$ cat src/rtl/logs_pkg.sv
// logs_pkg: constants and types shared by the PWM audio capture path.
//   DEFAULT_WINDOW / DEFAULT_FIFO_DEPTH : defaults shared with the sonifier
//   DEFAULT_SAMPLE_W / DEFAULT_LEVEL_W  : widths derived from those defaults
//   sample_w() / level_w()              : same derivations for any parameter set
//   align_state_e                       : window-alignment FSM states
package logs_pkg;

  localparam int DEFAULT_WINDOW     = 256;
  localparam int DEFAULT_FIFO_DEPTH = 4;

  // A window of N clocks can hold 0..N high cycles, hence N+1 codes.
  function automatic int sample_w(input int window);
    return $clog2(window + 1);
  endfunction

  // The FIFO level spans 0..depth inclusive.
  function automatic int level_w(input int depth);
    return $clog2(depth + 1);
  endfunction

  localparam int DEFAULT_SAMPLE_W = sample_w(DEFAULT_WINDOW);
  localparam int DEFAULT_LEVEL_W  = level_w(DEFAULT_FIFO_DEPTH);

  typedef enum logic {
    ST_ALIGN = 1'b0,  // waiting for the first rising edge of the PWM bit
    ST_RUN   = 1'b1   // windows free-run from the captured edge
  } align_state_e;

endpackage

$ cat src/rtl/logs_pwm_demod_if.sv
// logs_pwm_demod_if: sample stream plus FIFO status from the PWM demodulator.
//   sample_data  : high-cycle count of the oldest buffered window
//   sample_valid : sample_data holds a buffered sample
//   sample_ready : consumer accepts on sample_valid & sample_ready
//   overflow     : sticky, a window result was dropped
//   fifo_level   : number of buffered samples
// master = demodulator side, slave = consumer side.
interface logs_pwm_demod_if
  import logs_pkg::*;
#(
  parameter int SAMPLE_W = DEFAULT_SAMPLE_W,
  parameter int LEVEL_W  = DEFAULT_LEVEL_W
);

  logic [SAMPLE_W-1:0] sample_data;
  logic                sample_valid;
  logic                sample_ready;
  logic                overflow;
  logic [LEVEL_W-1:0]  fifo_level;

  modport master (
    output sample_data, sample_valid, overflow, fifo_level,
    input  sample_ready
  );

  modport slave (
    input  sample_data, sample_valid, overflow, fifo_level,
    output sample_ready
  );

endinterface

$ cat src/rtl/logs_sample_fifo.sv
// logs_sample_fifo: show-ahead sample FIFO.
//   clk, reset : clock, asynchronous active-high reset
//   push/wdata : write request and data (ignored when full unless popping)
//   pop        : read request (ignored when empty)
//   rdata      : registered head entry; holds its last value when empty
//   empty/full/level : occupancy
// Push and pop on the same edge are both honoured, even when full.
module logs_sample_fifo #(
  parameter  int WIDTH   = 8,
  parameter  int DEPTH   = 4,
  localparam int LEVEL_W = $clog2(DEPTH + 1),
  localparam int PTR_W   = $clog2(DEPTH)
) (
  input  logic               clk,
  input  logic               reset,
  input  logic               push,
  input  logic [WIDTH-1:0]   wdata,
  input  logic               pop,
  output logic [WIDTH-1:0]   rdata,
  output logic               empty,
  output logic               full,
  output logic [LEVEL_W-1:0] level
);

  localparam logic [PTR_W-1:0]   PTR_ONE   = PTR_W'(1);
  localparam logic [LEVEL_W-1:0] LEVEL_ONE = LEVEL_W'(1);

  logic [WIDTH-1:0]   mem [DEPTH];
  logic [PTR_W-1:0]   wr_ptr, rd_ptr;
  logic [LEVEL_W-1:0] level_q;
  logic [WIDTH-1:0]   rdata_q;
  logic               do_push, do_pop;

  assign empty   = (level_q == '0);
  assign full    = (level_q == LEVEL_W'(DEPTH));
  assign do_pop  = pop & ~empty;
  assign do_push = push & (~full | do_pop);
  assign rdata   = rdata_q;
  assign level   = level_q;

  // NOTE: storage is not reset; only pointers and level need a known state,
  // and leaving the array reset-free lets it map onto plain RAM/flops.
  always_ff @(posedge clk) begin
    if (do_push) mem[wr_ptr] <= wdata;
  end

  always_ff @(posedge clk or posedge reset) begin
    if (reset) begin
      wr_ptr  <= '0;
      rd_ptr  <= '0;
      level_q <= '0;
      rdata_q <= '0;
    end else begin
      if (do_push) wr_ptr <= wr_ptr + PTR_ONE;
      if (do_pop)  rd_ptr <= rd_ptr + PTR_ONE;

      case ({do_push, do_pop})
        2'b10:   level_q <= level_q + LEVEL_ONE;
        2'b01:   level_q <= level_q - LEVEL_ONE;
        default: level_q <= level_q;
      endcase

      // Show-ahead head register: load whatever becomes the head this edge.
      // With a single entry being popped, the only candidate is the word
      // arriving on the same edge (if any).
      if (do_pop) begin
        if (level_q != LEVEL_ONE) rdata_q <= mem[rd_ptr + PTR_ONE];
        else if (do_push)         rdata_q <= wdata;
      end else if (do_push && empty) begin
        rdata_q <= wdata;
      end
    end
  end

endmodule

$ cat src/rtl/logs_pwm_demod.sv
// logs_pwm_demod: recovers sample values from a 1-bit PWM audio stream by
// counting high cycles over windows of WINDOW clocks and queueing the counts.
//   clk, reset : clock, asynchronous active-high reset (clears all state)
//   pwm_in     : PWM audio bit, may be asynchronous to clk
//   smp        : sample stream + overflow/fifo_level status (master side)
// Optional build macro LOGS_DEMOD_EDGE_ALIGN_EN: hold the window counters
// idle after reset until the synchronized PWM bit first rises, so windows
// line up with PWM period starts.
module logs_pwm_demod
  import logs_pkg::*;
#(
  parameter int WINDOW     = DEFAULT_WINDOW,
  parameter int FIFO_DEPTH = DEFAULT_FIFO_DEPTH
) (
  input  logic clk,
  input  logic reset,
  input  logic pwm_in,
  logs_pwm_demod_if.master smp
);

  localparam int SAMPLE_W = sample_w(WINDOW);
  localparam int LEVEL_W  = level_w(FIFO_DEPTH);
  localparam int WIN_W    = $clog2(WINDOW);
  localparam logic [WIN_W-1:0] WIN_LAST = WIN_W'(WINDOW - 1);
  localparam logic [WIN_W-1:0] WIN_ONE  = WIN_W'(1);

  // Two-flop synchronizer; everything downstream uses s.
  logic sync1, s;

  // NOTE: sequential state uses non-blocking assignments so every flop
  // samples pre-edge values, which is what makes sync1 -> s a real 2-stage chain.
  always_ff @(posedge clk or posedge reset) begin
    if (reset) begin
      sync1 <= 1'b0;
      s     <= 1'b0;
    end else begin
      sync1 <= pwm_in;
      s     <= sync1;
    end
  end

  logic count_en;

`ifdef LOGS_DEMOD_EDGE_ALIGN_EN
  align_state_e state_q, state_d;
  logic         s_prev;

  always_ff @(posedge clk or posedge reset) begin
    if (reset) begin
      state_q <= ST_ALIGN;
      s_prev  <= 1'b0;
    end else begin
      state_q <= state_d;
      s_prev  <= s;
    end
  end

  // The rising-edge cycle itself is window cycle 0, so counting is enabled
  // on that cycle as well as throughout ST_RUN.
  // NOTE: defaults first so every path assigns every output; no latches.
  always_comb begin
    state_d  = state_q;
    count_en = (state_q == ST_RUN);
    if (state_q == ST_ALIGN && s && !s_prev) begin
      state_d  = ST_RUN;
      count_en = 1'b1;
    end
  end
`else
  assign count_en = 1'b1;
`endif

  logic [WIN_W-1:0]    win_cnt;
  logic [SAMPLE_W-1:0] hi_cnt;
  logic [SAMPLE_W-1:0] result;
  logic                closing;

  // hi_cnt peaks at WINDOW-1 before the closing cycle, so the sum fits.
  assign result  = hi_cnt + SAMPLE_W'(s);
  assign closing = count_en && (win_cnt == WIN_LAST);

  always_ff @(posedge clk or posedge reset) begin
    if (reset) begin
      win_cnt <= '0;
      hi_cnt  <= '0;
    end else if (count_en) begin
      win_cnt <= closing ? '0 : win_cnt + WIN_ONE;
      hi_cnt  <= closing ? '0 : result;
    end
  end

  logic fifo_empty, fifo_full;

  logs_sample_fifo #(
    .WIDTH (SAMPLE_W),
    .DEPTH (FIFO_DEPTH)
  ) u_fifo (
    .clk   (clk),
    .reset (reset),
    .push  (closing),
    .wdata (result),
    .pop   (smp.sample_ready),
    .rdata (smp.sample_data),
    .empty (fifo_empty),
    .full  (fifo_full),
    .level (smp.fifo_level)
  );

  // A result is lost only when the FIFO is full and nothing leaves on the
  // same edge; full implies non-empty, so sample_ready alone means a pop.
  always_ff @(posedge clk or posedge reset) begin
    if (reset)                                       smp.overflow <= 1'b0;
    else if (closing && fifo_full && !smp.sample_ready) smp.overflow <= 1'b1;
  end

  assign smp.sample_valid = ~fifo_empty;

endmodule
$ cat src/flat_wrapper.sv
// flat-port wrapper written by rule: the top's interface ports become plain ports
module logs_pwm_demod_flat import logs_pkg::*;
#(
  parameter int WINDOW     = DEFAULT_WINDOW,
  parameter int FIFO_DEPTH = DEFAULT_FIFO_DEPTH
)
  (clk, reset, pwm_in, smp_sample_data, smp_sample_valid, smp_overflow, smp_fifo_level, smp_sample_ready);
  logs_pwm_demod_if smp_i ();
  input  logic clk;
  input  logic reset;
  input  logic pwm_in;
  output wire logic [$bits(smp_i.sample_data)-1:0] smp_sample_data;
  output wire logic [$bits(smp_i.sample_valid)-1:0] smp_sample_valid;
  output wire logic [$bits(smp_i.overflow)-1:0] smp_overflow;
  output wire logic [$bits(smp_i.fifo_level)-1:0] smp_fifo_level;
  input wire logic [$bits(smp_i.sample_ready)-1:0] smp_sample_ready;
  assign smp_sample_data = smp_i.sample_data;
  assign smp_sample_valid = smp_i.sample_valid;
  assign smp_overflow = smp_i.overflow;
  assign smp_fifo_level = smp_i.fifo_level;
  assign smp_i.sample_ready = smp_sample_ready;
  logs_pwm_demod #(.WINDOW(WINDOW), .FIFO_DEPTH(FIFO_DEPTH)) u_core (.clk(clk), .reset(reset), .pwm_in(pwm_in), .smp(smp_i));
endmodule
$ cat config.mk
export PLATFORM = sky130hd
export DESIGN_NAME = logs_pwm_demod_flat
export DESIGN_NICKNAME = d
export VERILOG_FILES = /design/src/rtl/logs_pkg.sv /design/src/rtl/logs_pwm_demod_if.sv /design/src/rtl/logs_sample_fifo.sv /design/src/rtl/logs_pwm_demod.sv /design/src/flat_wrapper.sv
export SDC_FILE = /design/constraint.sdc
export NUM_CORES = 1
export LEC_CHECK = 0
export BUFFER_PORTS_ARGS = -buffer_cell sky130_fd_sc_hd__clkbuf_2
export CORE_ASPECT_RATIO = 1.2
export CORE_UTILIZATION = 54
export CTS_CLUSTER_DIAMETER = 80
export DETAILED_ROUTE_END_ITERATION = 6
export PLACE_DENSITY_LB_ADDON = 0.15
export SYNTH_ARGS = -nofsm -noshare
export SYNTH_HDL_FRONTEND = slang
export SYNTH_HIERARCHICAL = 1
export SYNTH_SLANG_ARGS = --single-unit
$ cat constraint.sdc
create_clock -name clk -period 2.5 [get_ports clk]
set_input_delay 0.5 -clock clk [delete_from_list [all_inputs] [get_ports clk]]
set_output_delay 0.5 -clock clk [all_outputs]
set_load 0.005 [all_outputs]
==> qor.txt <==
status - completed
setup violators final - 0
Synth Flop Type - edfxtp_1
routed length per instance - 18.1 um
ys async rst share - 0.500
# IOs - 18
hpwl dp - 3.85 mm
most frequent cells after synthesis - dfrtp_1, edfxtp_1, nand2_1
Crit path max-delay family - compound AO/OA/AOI/OAI gates
Syn Area/Cell - 15.3 um^2
dpl cell area - 3350 um^2
Antenna Violating Nets Remaining - 0
Final nets - 253
via/cell ratio - 5.76
Final Slew Violations - 0
clock power share - 0.336
Worst setup SP type - flip-flop
Final Total Pwr - 2.64 mW
vias post-DR - 1764
f_max - 429 MHz
Reg area - 1980 um^2
fin util - 0.635
Final period util - 0.933
TritonCTS clock tree - yes
P per Cell Area - 739 nW/um^2
Setup crit end kind - flip-flop
worst r2r src - u_core/win_cnt[1]
Yosys warning count - 6
worst reg2reg setup slack - 170 ps
Clock Tree Root - clkbuf_8
Worst-Skew Late Latency - 340 ps
Syn-to-layout area delta - 13.7%
clk_skew - 8.78 ps
CP Cell Sequence - ha_4 -> nand2_4 -> nor3_4 -> o21a_1 -> inv_1 -> ha_2 -> a21oi_1 -> o21ai_1 -> o21ai_4 -> buf_12 -> mux2_4
RePlAce Congestion - 0.745
worst reg-to-reg path cell count - 11
clk sink count - 72
sequential cell area fraction in the yosys report - 0.631
Hold WC Path Type - in2async
max cap viols - 0
# rows - 30
Slew HR - 0.496
Seq cells post-synth - 72
final hold violations - 0
ant diodes - 0
Mapped Cells - 206
share of power burned in registers - 0.542
dpl ws - 6.70 ps
EDFF count, synth - 36
Netlist Area Pre-Place - 3140 um^2
share of cells above drive strength 1 - 0.302
Die Wd - 71.6 um
Core ar. - 5630 um^2
DRC viols - 0
initial antenna violation count - 0
CP max-delay cell - dfrtp_1
class of the most critical setup path - reg2reg
RSZ-0062 raised after global routing - false
setup ws final - 168 ps
total track usage - 0.212
DRT Pass-1 Iters - 4
Psw - 0.644 mW
Longest Clk Path Bufs - 2
CTS Hold Buffers Added - 0
Slew @ Worst Pin - 755 ps
Crit path arrival time - 2560 ps
P_leak - 1.50 nW
Post-Syn Nets - 222
logic gate share of total power - 0.122
maximum vdd ir drop - 0.376 mV
CP bufs+invs - 2
area of the multi-input gates - 1130 um^2
Netlist cell types - 31
Tmin final - 2330 ps
switching share of power - 0.244
main area contributors after synthesis - edfxtp_1, dfrtp_1, mux4_2
layout filler cell count - 428
number of buffers created by CTS - 9
CP max FO - 9
Die Span Y - 85.6 um
Die Area - 6130 um^2
Initial Util - 0.558
Required @ worst endpoint - 2720 ps
largest net degree at the start of global routing - 21
vias in the first global route - 1897
setup TNS - 0 ps
Iter 0 DRT Violations - 85
Pint - 2.00 mW
fin area - 3570 um^2
GR Overflow Total - 0
routed wire length - 5.55 mm
first-pass GRT wire length - 9.36 mm
max incr delay on CP - 470 ps
H-Tree Depth - 3
Yosys top cell by area - edfxtp_1
worst flop-to-flop path endpoint - u_core/u_fifo/rdata[4]
Synth top area share - 0.344
clock-pin slew on the worst setup and hold paths - 80 ps
IO Port Bufs - 17
-- state kept, by name, summed over array words and instances (netlist names) --
| signal | count |
|---|---|
| u_core/u_fifo/mem | 36 |
| u_core/u_fifo/wr_ptr | 2 |
| u_core/s | 1 |
| u_core/win_cnt | 8 |
| u_core/u_fifo/rd_ptr | 2 |
| u_core/sync1 | 1 |
| u_core/u_fifo/level | 3 |
| u_core/hi_cnt | 9 |
| u_core/smp.overflow | 1 |
| u_core/u_fifo/rdata | 9 |
-- worst max path at each step --
stage,startpoint,to,slack (ps),cells past startpoint
final,u_core/win_cnt[1],u_core/u_fifo/rdata[4],170,11
after global routing,u_core/u_fifo/level[1],u_core/u_fifo/rdata[1],50,10
after CTS,u_core/u_fifo/level[0],u_core/u_fifo/rdata[1],0.5,9
after detailed placement,u_core/u_fifo/level[0],u_core/u_fifo/rdata[1],7,9
after global placement,u_core/u_fifo/level[0],u_core/u_fifo/rdata[5],110,9
after floorplan,u_core/win_cnt[0],u_core/u_fifo/rdata[0],-0.8,10
-- cell families (layout without fill, tap and decap cells) --
kind of cell	after synthesis	after routing	share of synthesized area
adder cells (fa/ha/maj)	12	12	0.0478
multiplexers	28	28	0.143
AND/OR/NAND/NOR	42	42	0.0717
AO/OA/AOI/OAI	25	25	0.0518
XOR/XNOR	13	13	0.0362
buffers and inverters	14	50	0.0191
flip-flops	72	72	0.631
-- through the flow --
step | instances | hold slack [ps]
after global placement | 289 | 339
after global routing | 306 | 256
final | 306 | 246
after floorplan | 206 | 331
after CTS | 305 | 254
after detailed placement | 289 | 348
-- placed cells by master (no fill, tap or decap), types with 2 or more instances in the layout --
cell,synthesis,routed
edfxtp_1,36,36
dfrtp_1,36,35
clkbuf_2,0,17
nand2_1,15,14
inv_1,12,12
clkbuf_8,0,10
ha_1,12,10
mux4_2,9,9
mux2_2,9,9
mux2_4,9,9
nand3_1,7,7
o21ai_0,8,7
xnor2_1,7,7
xor2_1,6,6
a21oi_1,6,6
nor2_1,5,5
or3_1,4,4
buf_4,0,4
and2_1,5,4
o31a_1,3,3
clkinvlp_4,0,2
clkinv_2,0,2
nor2b_1,2,2
o31ai_1,2,2
-- layer usage --
metal | global-route usage | vias up | share of wire | wire length (um)
met1 | 0.244 | 908 | 0.40 | 2230
met4 | 0.0749 | 0 | 0.020 | 112
met5 | 0 | - | 0 | 0
met2 | 0.377 | 33 | 0.55 | 3060
li1 | - | 813 | - | -
met3 | 0.0599 | 10 | 0.027 | 150
-- worst register-to-register path, cell delays in order, from the launching register on --
cell	delay, ps
dfrtp_1	470
ha_4	220
nand2_4	80
nor3_4	190
o21a_1	170
inv_1	50
ha_2	210
a21oi_1	150
o21ai_1	110
o21ai_4	90
buf_12	170
mux2_4	300
-- cell type report --
type | instances | share of cell area
Sequential cell | 72 | 0.555
Multi-Input combinational cell | 120 | 0.317
Clock buffer | 10 | 0.0385
Timing Repair Buffer | 22 | 0.0378
Tap cell | 64 | 0.0224
Clock inverter | 6 | 0.0165
Inverter | 12 | 0.0126
-- power groups by stage --
stage	combinational, mW	clock [mW]	sequential, mW
2_1_floorplan	0.237	0	1.44
3_3_place_gp	0.302	0	1.45
3_5_place_dp	0.318	0	1.45
4_1_cts	0.326	0.907	1.43
5_1_grt	0.352	0.961	1.44
6_report	0.323	0.886	1.43
-- timing repair --
action | in CTS | in global routing
hold endpoints to repair | 0 | 0
setup endpoints to repair | 0 | 9
buffers inserted | 0 | 1
resized for setup | 0 | 3
Power figures use the tool's default switching activity.
